### src/rtl/regfile_dumper_pkg.sv
// Shared constants and FSM state type for the register-bank debug dumper.
package regfile_dumper_pkg;

    localparam int NREGS = 32;
    localparam int AW    = 5;
    localparam int DW    = 32;

    typedef enum logic [2:0] {
        ST_IDLE  = 3'd0,
        ST_FETCH = 3'd1,
        ST_SEND  = 3'd2,
        ST_CSUM  = 3'd3,
        ST_DONE  = 3'd4
    } state_e;

endpackage

### src/rtl/regfile_dumper_csum_acc.sv
// XOR accumulator folding each streamed register word into a running checksum.
// Present only when DUMP_CHECKSUM_EN is defined.
`ifdef DUMP_CHECKSUM_EN
module dump_csum_acc
    import regfile_dumper_pkg::*;
(
    input  logic          clk,
    input  logic          rst_n,
    input  logic          clr_i,
    input  logic          en_i,
    input  logic [DW-1:0] d_i,
    output logic [DW-1:0] acc_o
);

    logic [DW-1:0] acc_q;

    // Clear has priority so a new dump never inherits the previous checksum.
    always_ff @(posedge clk or negedge rst_n) begin
        if (!rst_n) begin
            acc_q <= '0;
        end else if (clr_i) begin
            acc_q <= '0;
        end else if (en_i) begin
            acc_q <= acc_q ^ d_i;
        end
    end

    assign acc_o = acc_q;

endmodule
`endif

### src/rtl/regfile_dumper.sv
// Debug reader for the 32x32 register bank: on start, walks registers
// 0..NREGS-1 through the spare async read port and streams each word out
// over valid/ready. Never writes the bank.
// Optional: DUMP_CHECKSUM_EN appends an XOR checksum beat after the last register.
//
// state    | meaning
// ---------+-----------------------------------------------------------
// ST_IDLE  | waiting for start; rf_ra parked at 0
// ST_FETCH | rf_ra = idx; capture rf_rd into the output beat
// ST_SEND  | register beat valid; held until out_ready
// ST_CSUM  | checksum beat valid; held until out_ready
// ST_DONE  | one-cycle done pulse, back to idle
module regfile_dumper
    import regfile_dumper_pkg::*;
(
    input  logic          clk,
    input  logic          reset,
    input  logic          start,
    output logic [AW-1:0] rf_ra,
    input  logic [DW-1:0] rf_rd,
    output logic          out_valid,
    input  logic          out_ready,
    output logic [DW-1:0] out_data,
    output logic [AW-1:0] out_addr,
    output logic          out_last,
    output logic          out_csum,
    output logic          busy,
    output logic          done
);

    localparam logic [AW-1:0] LAST_IDX = AW'(NREGS - 1);

    state_e        state_q;
    logic [AW-1:0] idx_q;
    logic          out_valid_q;
    logic [DW-1:0] out_data_q;
    logic [AW-1:0] out_addr_q;
    logic          out_last_q;
    logic          out_csum_q;
    logic          busy_q;
    logic          done_q;
    logic [DW-1:0] csum_d;
    logic          csum_en;

`ifdef DUMP_CHECKSUM_EN
    logic [DW-1:0] acc;

    dump_csum_acc u_csum_acc (
        .clk   (clk),
        .rst_n (reset),
        .clr_i ((state_q == ST_IDLE) && start),
        .en_i  ((state_q == ST_SEND) && out_valid_q && out_ready),
        .d_i   (out_data_q),
        .acc_o (acc)
    );

    // The checksum beat is loaded on the same edge the last word is folded in,
    // so it has to include that word explicitly.
    assign csum_d  = acc ^ out_data_q;
    assign csum_en = 1'b1;
`else
    assign csum_d  = '0;
    assign csum_en = 1'b0;
`endif

    // Dump sequencer: index walk, beat capture and handshake, done pulse.
    always_ff @(posedge clk or negedge reset) begin
        if (!reset) begin
            state_q     <= ST_IDLE;
            idx_q       <= '0;
            out_valid_q <= 1'b0;
            out_data_q  <= '0;
            out_addr_q  <= '0;
            out_last_q  <= 1'b0;
            out_csum_q  <= 1'b0;
            busy_q      <= 1'b0;
            done_q      <= 1'b0;
        end else begin
            case (state_q)
                ST_IDLE: begin
                    if (start) begin
                        idx_q   <= '0;
                        busy_q  <= 1'b1;
                        state_q <= ST_FETCH;
                    end
                end
                ST_FETCH: begin
                    out_data_q  <= rf_rd;
                    out_addr_q  <= idx_q;
                    out_last_q  <= (idx_q == LAST_IDX) && !csum_en;
                    out_csum_q  <= 1'b0;
                    out_valid_q <= 1'b1;
                    state_q     <= ST_SEND;
                end
                ST_SEND: begin
                    if (out_ready) begin
                        if (idx_q != LAST_IDX) begin
                            idx_q       <= idx_q + 1'b1;
                            out_valid_q <= 1'b0;
                            state_q     <= ST_FETCH;
                        end else if (csum_en) begin
                            out_data_q <= csum_d;
                            out_addr_q <= '0;
                            out_csum_q <= 1'b1;
                            out_last_q <= 1'b1;
                            state_q    <= ST_CSUM;
                        end else begin
                            out_valid_q <= 1'b0;
                            out_last_q  <= 1'b0;
                            busy_q      <= 1'b0;
                            done_q      <= 1'b1;
                            state_q     <= ST_DONE;
                        end
                    end
                end
                ST_CSUM: begin
                    if (out_ready) begin
                        out_valid_q <= 1'b0;
                        out_last_q  <= 1'b0;
                        out_csum_q  <= 1'b0;
                        busy_q      <= 1'b0;
                        done_q      <= 1'b1;
                        state_q     <= ST_DONE;
                    end
                end
                ST_DONE: begin
                    done_q  <= 1'b0;
                    state_q <= ST_IDLE;
                end
                default: begin
                    state_q <= ST_IDLE;
                end
            endcase
        end
    end

    assign rf_ra     = (state_q == ST_IDLE) ? '0 : idx_q;
    assign out_valid = out_valid_q;
    assign out_data  = out_data_q;
    assign out_addr  = out_addr_q;
    assign out_last  = out_last_q;
    assign out_csum  = out_csum_q;
    assign busy      = busy_q;
    assign done      = done_q;

endmodule
### config.mk
export PLATFORM = sky130hd
export DESIGN_NAME = regfile_dumper
export DESIGN_NICKNAME = d
export VERILOG_FILES = /design/src/rtl/regfile_dumper_pkg.sv /design/src/rtl/regfile_dumper_csum_acc.sv /design/src/rtl/regfile_dumper.sv
export SDC_FILE = /design/constraint.sdc
export NUM_CORES = 1
export LEC_CHECK = 0
export CELL_PAD_IN_SITES_DETAIL_PLACEMENT = 0
export CELL_PAD_IN_SITES_GLOBAL_PLACEMENT = 1
export CORE_MARGIN = 2
export CORE_UTILIZATION = 34
export CTS_CLUSTER_DIAMETER = 200
export DETAILED_ROUTE_END_ITERATION = 8
export PLACE_DENSITY = 0.85
export SKIP_CTS_REPAIR_TIMING = 1
export SYNTH_ARGS = -nofsm -noshare
export SYNTH_HDL_FRONTEND = slang
export SYNTH_SLANG_ARGS = --single-unit
### constraint.sdc
create_clock -name clk -period 2.7 [get_ports clk]
set_clock_uncertainty 0.15 [all_clocks]
set_input_delay 0.27 -clock clk [delete_from_list [all_inputs] [get_ports clk]]
set_output_delay 0.27 -clock clk [all_outputs]
set_load 0.05 [all_outputs]
==> impl_metrics.toml <==
[run_status]
status = "finished clean"

[die]
placementRows = 29
dieArea_um2 = 7010
die_h_um = 83.7
start_util = 0.346
die_w_um = 83.7
core_area_um2 = 6240
ios = 83

[grt]
antenna_found_initial = 0
grt_max_degree = 28
grt_pass1_wl_mm = 7.53
overflow = 0
grt_pass1_vias = 1493
grtUsageTotal = 0.134

[route]
viasPerCell = 4.61
ant_nets = 0
drc = 0
wirelength_mm = 4.57
drtPass1Iterations = 3
drt_iter0_markers = 45
post_drt_wl_per_cell_um = 14.6
vias = 1437

[yosys]
synth-seq-cells = 49
synth_area_um2 = 2160
post-synth-top-area-cell = "dfrtp_1"
synth_cell_types = 32
yosys_warnings = 0
yosysTopAreaCellShare = 0.567
synthesis.nets = 185
synth_area_leaders = "dfrtp_1 (57%), mux2_4 (13%), mux2_2 (11%)"
syn_avg_cell_area_um2 = 14.7
synth_cells = 147
ys_seq_area_frac = 0.567

[clock_tree]
insertion_delay_ns = 0.31
clk_pin_slew_ns = 0.11
h-tree-depth = 2
clock-root-buffer = "clkbuf_8"
cts_tree = "yes"
clock_path_buffers = 2
cts_buffers = 5
cts_sinks = 49

[power]
vdd_drop_max_uv = 742
seqPwrFrac = 0.290
switchingPower_w = 0.00207
swShare = 0.467
pwr-share-comb = 0.606
power_density_nw_per_um2 = 1410
p_clk_frac = 0.105
internal-power_w = 0.00236
p_leak_nw = 1.38

[place]
gp_congestion = 0.704
io_buffers = 81
dp_hpwl_mm = 3.23
dp.cells = 303

[worst_hold_path]
hold_path.class = "in2async"

[cells_and_area]
fin_util = 0.501
stdcell_count = 312
area_delta_synth_final_pct = 44.7
drive_gt1_frac = 0.247
diodes = 0
nets = 272

[worst_setup_path]
crit_chain = "nor3_1 > buf_4 > nor2b_1 > clkdlybuf4s50_1"
crit_arrival_ns = 2.18
endpoint_kind = "output port"
cp_max_fo = 14
critPathRequiredTime_ns = 2.28
max_stage_delay_ns = 0.81
critical_path_class = "reg2out"
cp_slowest_cell = "clkdlybuf4s50_1"
crit_path_start_kind = "flip-flop"

[run]
cap_violations = 0

[timing]
slew_viol_final = 0
fin_crit_sh = 0.962
worstMarginPinSlew_ns = 0.530
fmax_mhz = 385
hold_viol = 0
setup_violations = 0
tns_ns = 0
finalCriticalPeriod_ns = 2.60
relSlewSlack = 0.645
rsz0062_at_grt = "no"
[synth_stat cells]
master	n
a21oi_2	1
nor3_1	1
nor2b_1	5
o211ai_1	1
nand2b_1	3
buf_2	2
conb_1	1
mux2_4	19
or2_1	1
nand2_1	5
a2bb2oi_1	1
a311oi_1	1
nand3b_1	1
nor2_1	4
dfrtp_1	49
nor3b_1	1
mux2i_1	2
inv_1	4
o21ai_0	3
a21oi_1	2
and2b_1	1
buf_4	2
nor3b_4	1
a211oi_1	3
ha_1	2
o31ai_1	1
and3_1	3
nand3_1	1
buf_6	2
buf_12	2
or4b_4	1
mux2_2	21
[power by group through the flow]
stage	clock network, W	registers (W)	logic [W]
2_1_floorplan	0	0.00227	0.000955
3_3_place_gp	0	0.00128	0.00268
3_5_place_dp	0	0.00130	0.00269
4_1_cts	0.000481	0.00128	0.00270
5_1_grt	0.000506	0.00134	0.00280
6_report	0.000464	0.00128	0.00268
[metal layers]
layer	share of wire	track usage	up-vias
li1	-	-	678
met3	0.064	0.0386	5
met4	0.013	0.0440	0
met5	0	0	-
met2	0.48	0.215	47
met1	0.44	0.175	707
[final timing paths]
check,cells after the start,start,end,slack (ns)
max,4,state_q[1]$_DFFE_PN0P_,rf_ra[2],0.10
min,2,reset,idx_q[2]$_DFFE_PN0P_,0.17
max reg2reg,6,idx_q[0]$_DFFE_PN0P_,idx_q[4]$_DFFE_PN0P_,0.50
min reg2reg,1,out_data[1]$_DFFE_PN0P_,out_data[1]$_DFFE_PN0P_,0.36
max in group asynchronous,3,reset,out_last$_DFFE_PN0P_,1.64
min in group clk,1,out_data[1]$_DFFE_PN0P_,out_data[1]$_DFFE_PN0P_,0.36
[placed cells by master (no fill, tap or decap), types with 4 or more instances in the layout]
| cell | Yosys | routed |
|---|---|---|
| mux2_2 | 21 | 21 |
| clkdlybuf4s50_1 | 0 | 79 |
| inv_1 | 4 | 4 |
| nor2b_1 | 5 | 5 |
| mux2_4 | 19 | 19 |
| buf_4 | 2 | 6 |
| dfrtp_1 | 49 | 49 |
| nand2_1 | 5 | 5 |
| nor2_1 | 4 | 4 |
| clkbuf_8 | 0 | 5 |
[through the flow]
step	cell area [um^2]	setup slack, ns	hold slack (ns)	total power, W
CTS	3120	0.0945	-0.365	0.00447
finish	3130	0.103	0.169	0.00442
global route	3130	0.0148	0.203	0.00465
global placement	3020	0.520	-0.0290	0.00396
detailed placement	3020	0.450	-0.0217	0.00399
floorplan	2160	0.713	-0.176	0.00323
[layout make-up]
class / instances / area (um^2)
flip-flops and latches: 49 / 1230
multi-input cells: 86 / 833
clock inverters: 3 / 26.3
fillers: 553 / 3110
well taps: 77 / 96.3
inverters: 4 / 15.0
repair buffers: 88 / 863
clock buffers: 5 / 68.8
[state kept, by name, summed over array words and instances (netlist names)]
signal / cells
out_last: 1
out_data: 32
out_valid: 1
busy: 1
out_addr: 5
idx_q: 5
state_q: 3
done: 1
[critical path, delay by kind of cell (launching register included)]
| family | cells | cell delay, ns |
|---|---|---|
| buf+inv | 2 | 0.99 |
| flops | 1 | 0.64 |
| simple gates | 2 | 0.24 |
[cells by family after synthesis]
logic type	Yosys count	synth area share
buffers and inverters	12	0.0474
and+or+nand+nor	28	0.0804
other	1	0.00173
adders and majority gates	2	0.0116
AOI/OAI and AO/OA	13	0.0411
muxes	42	0.251
DFF	49	0.567
(Power assumes the default switching activity.)
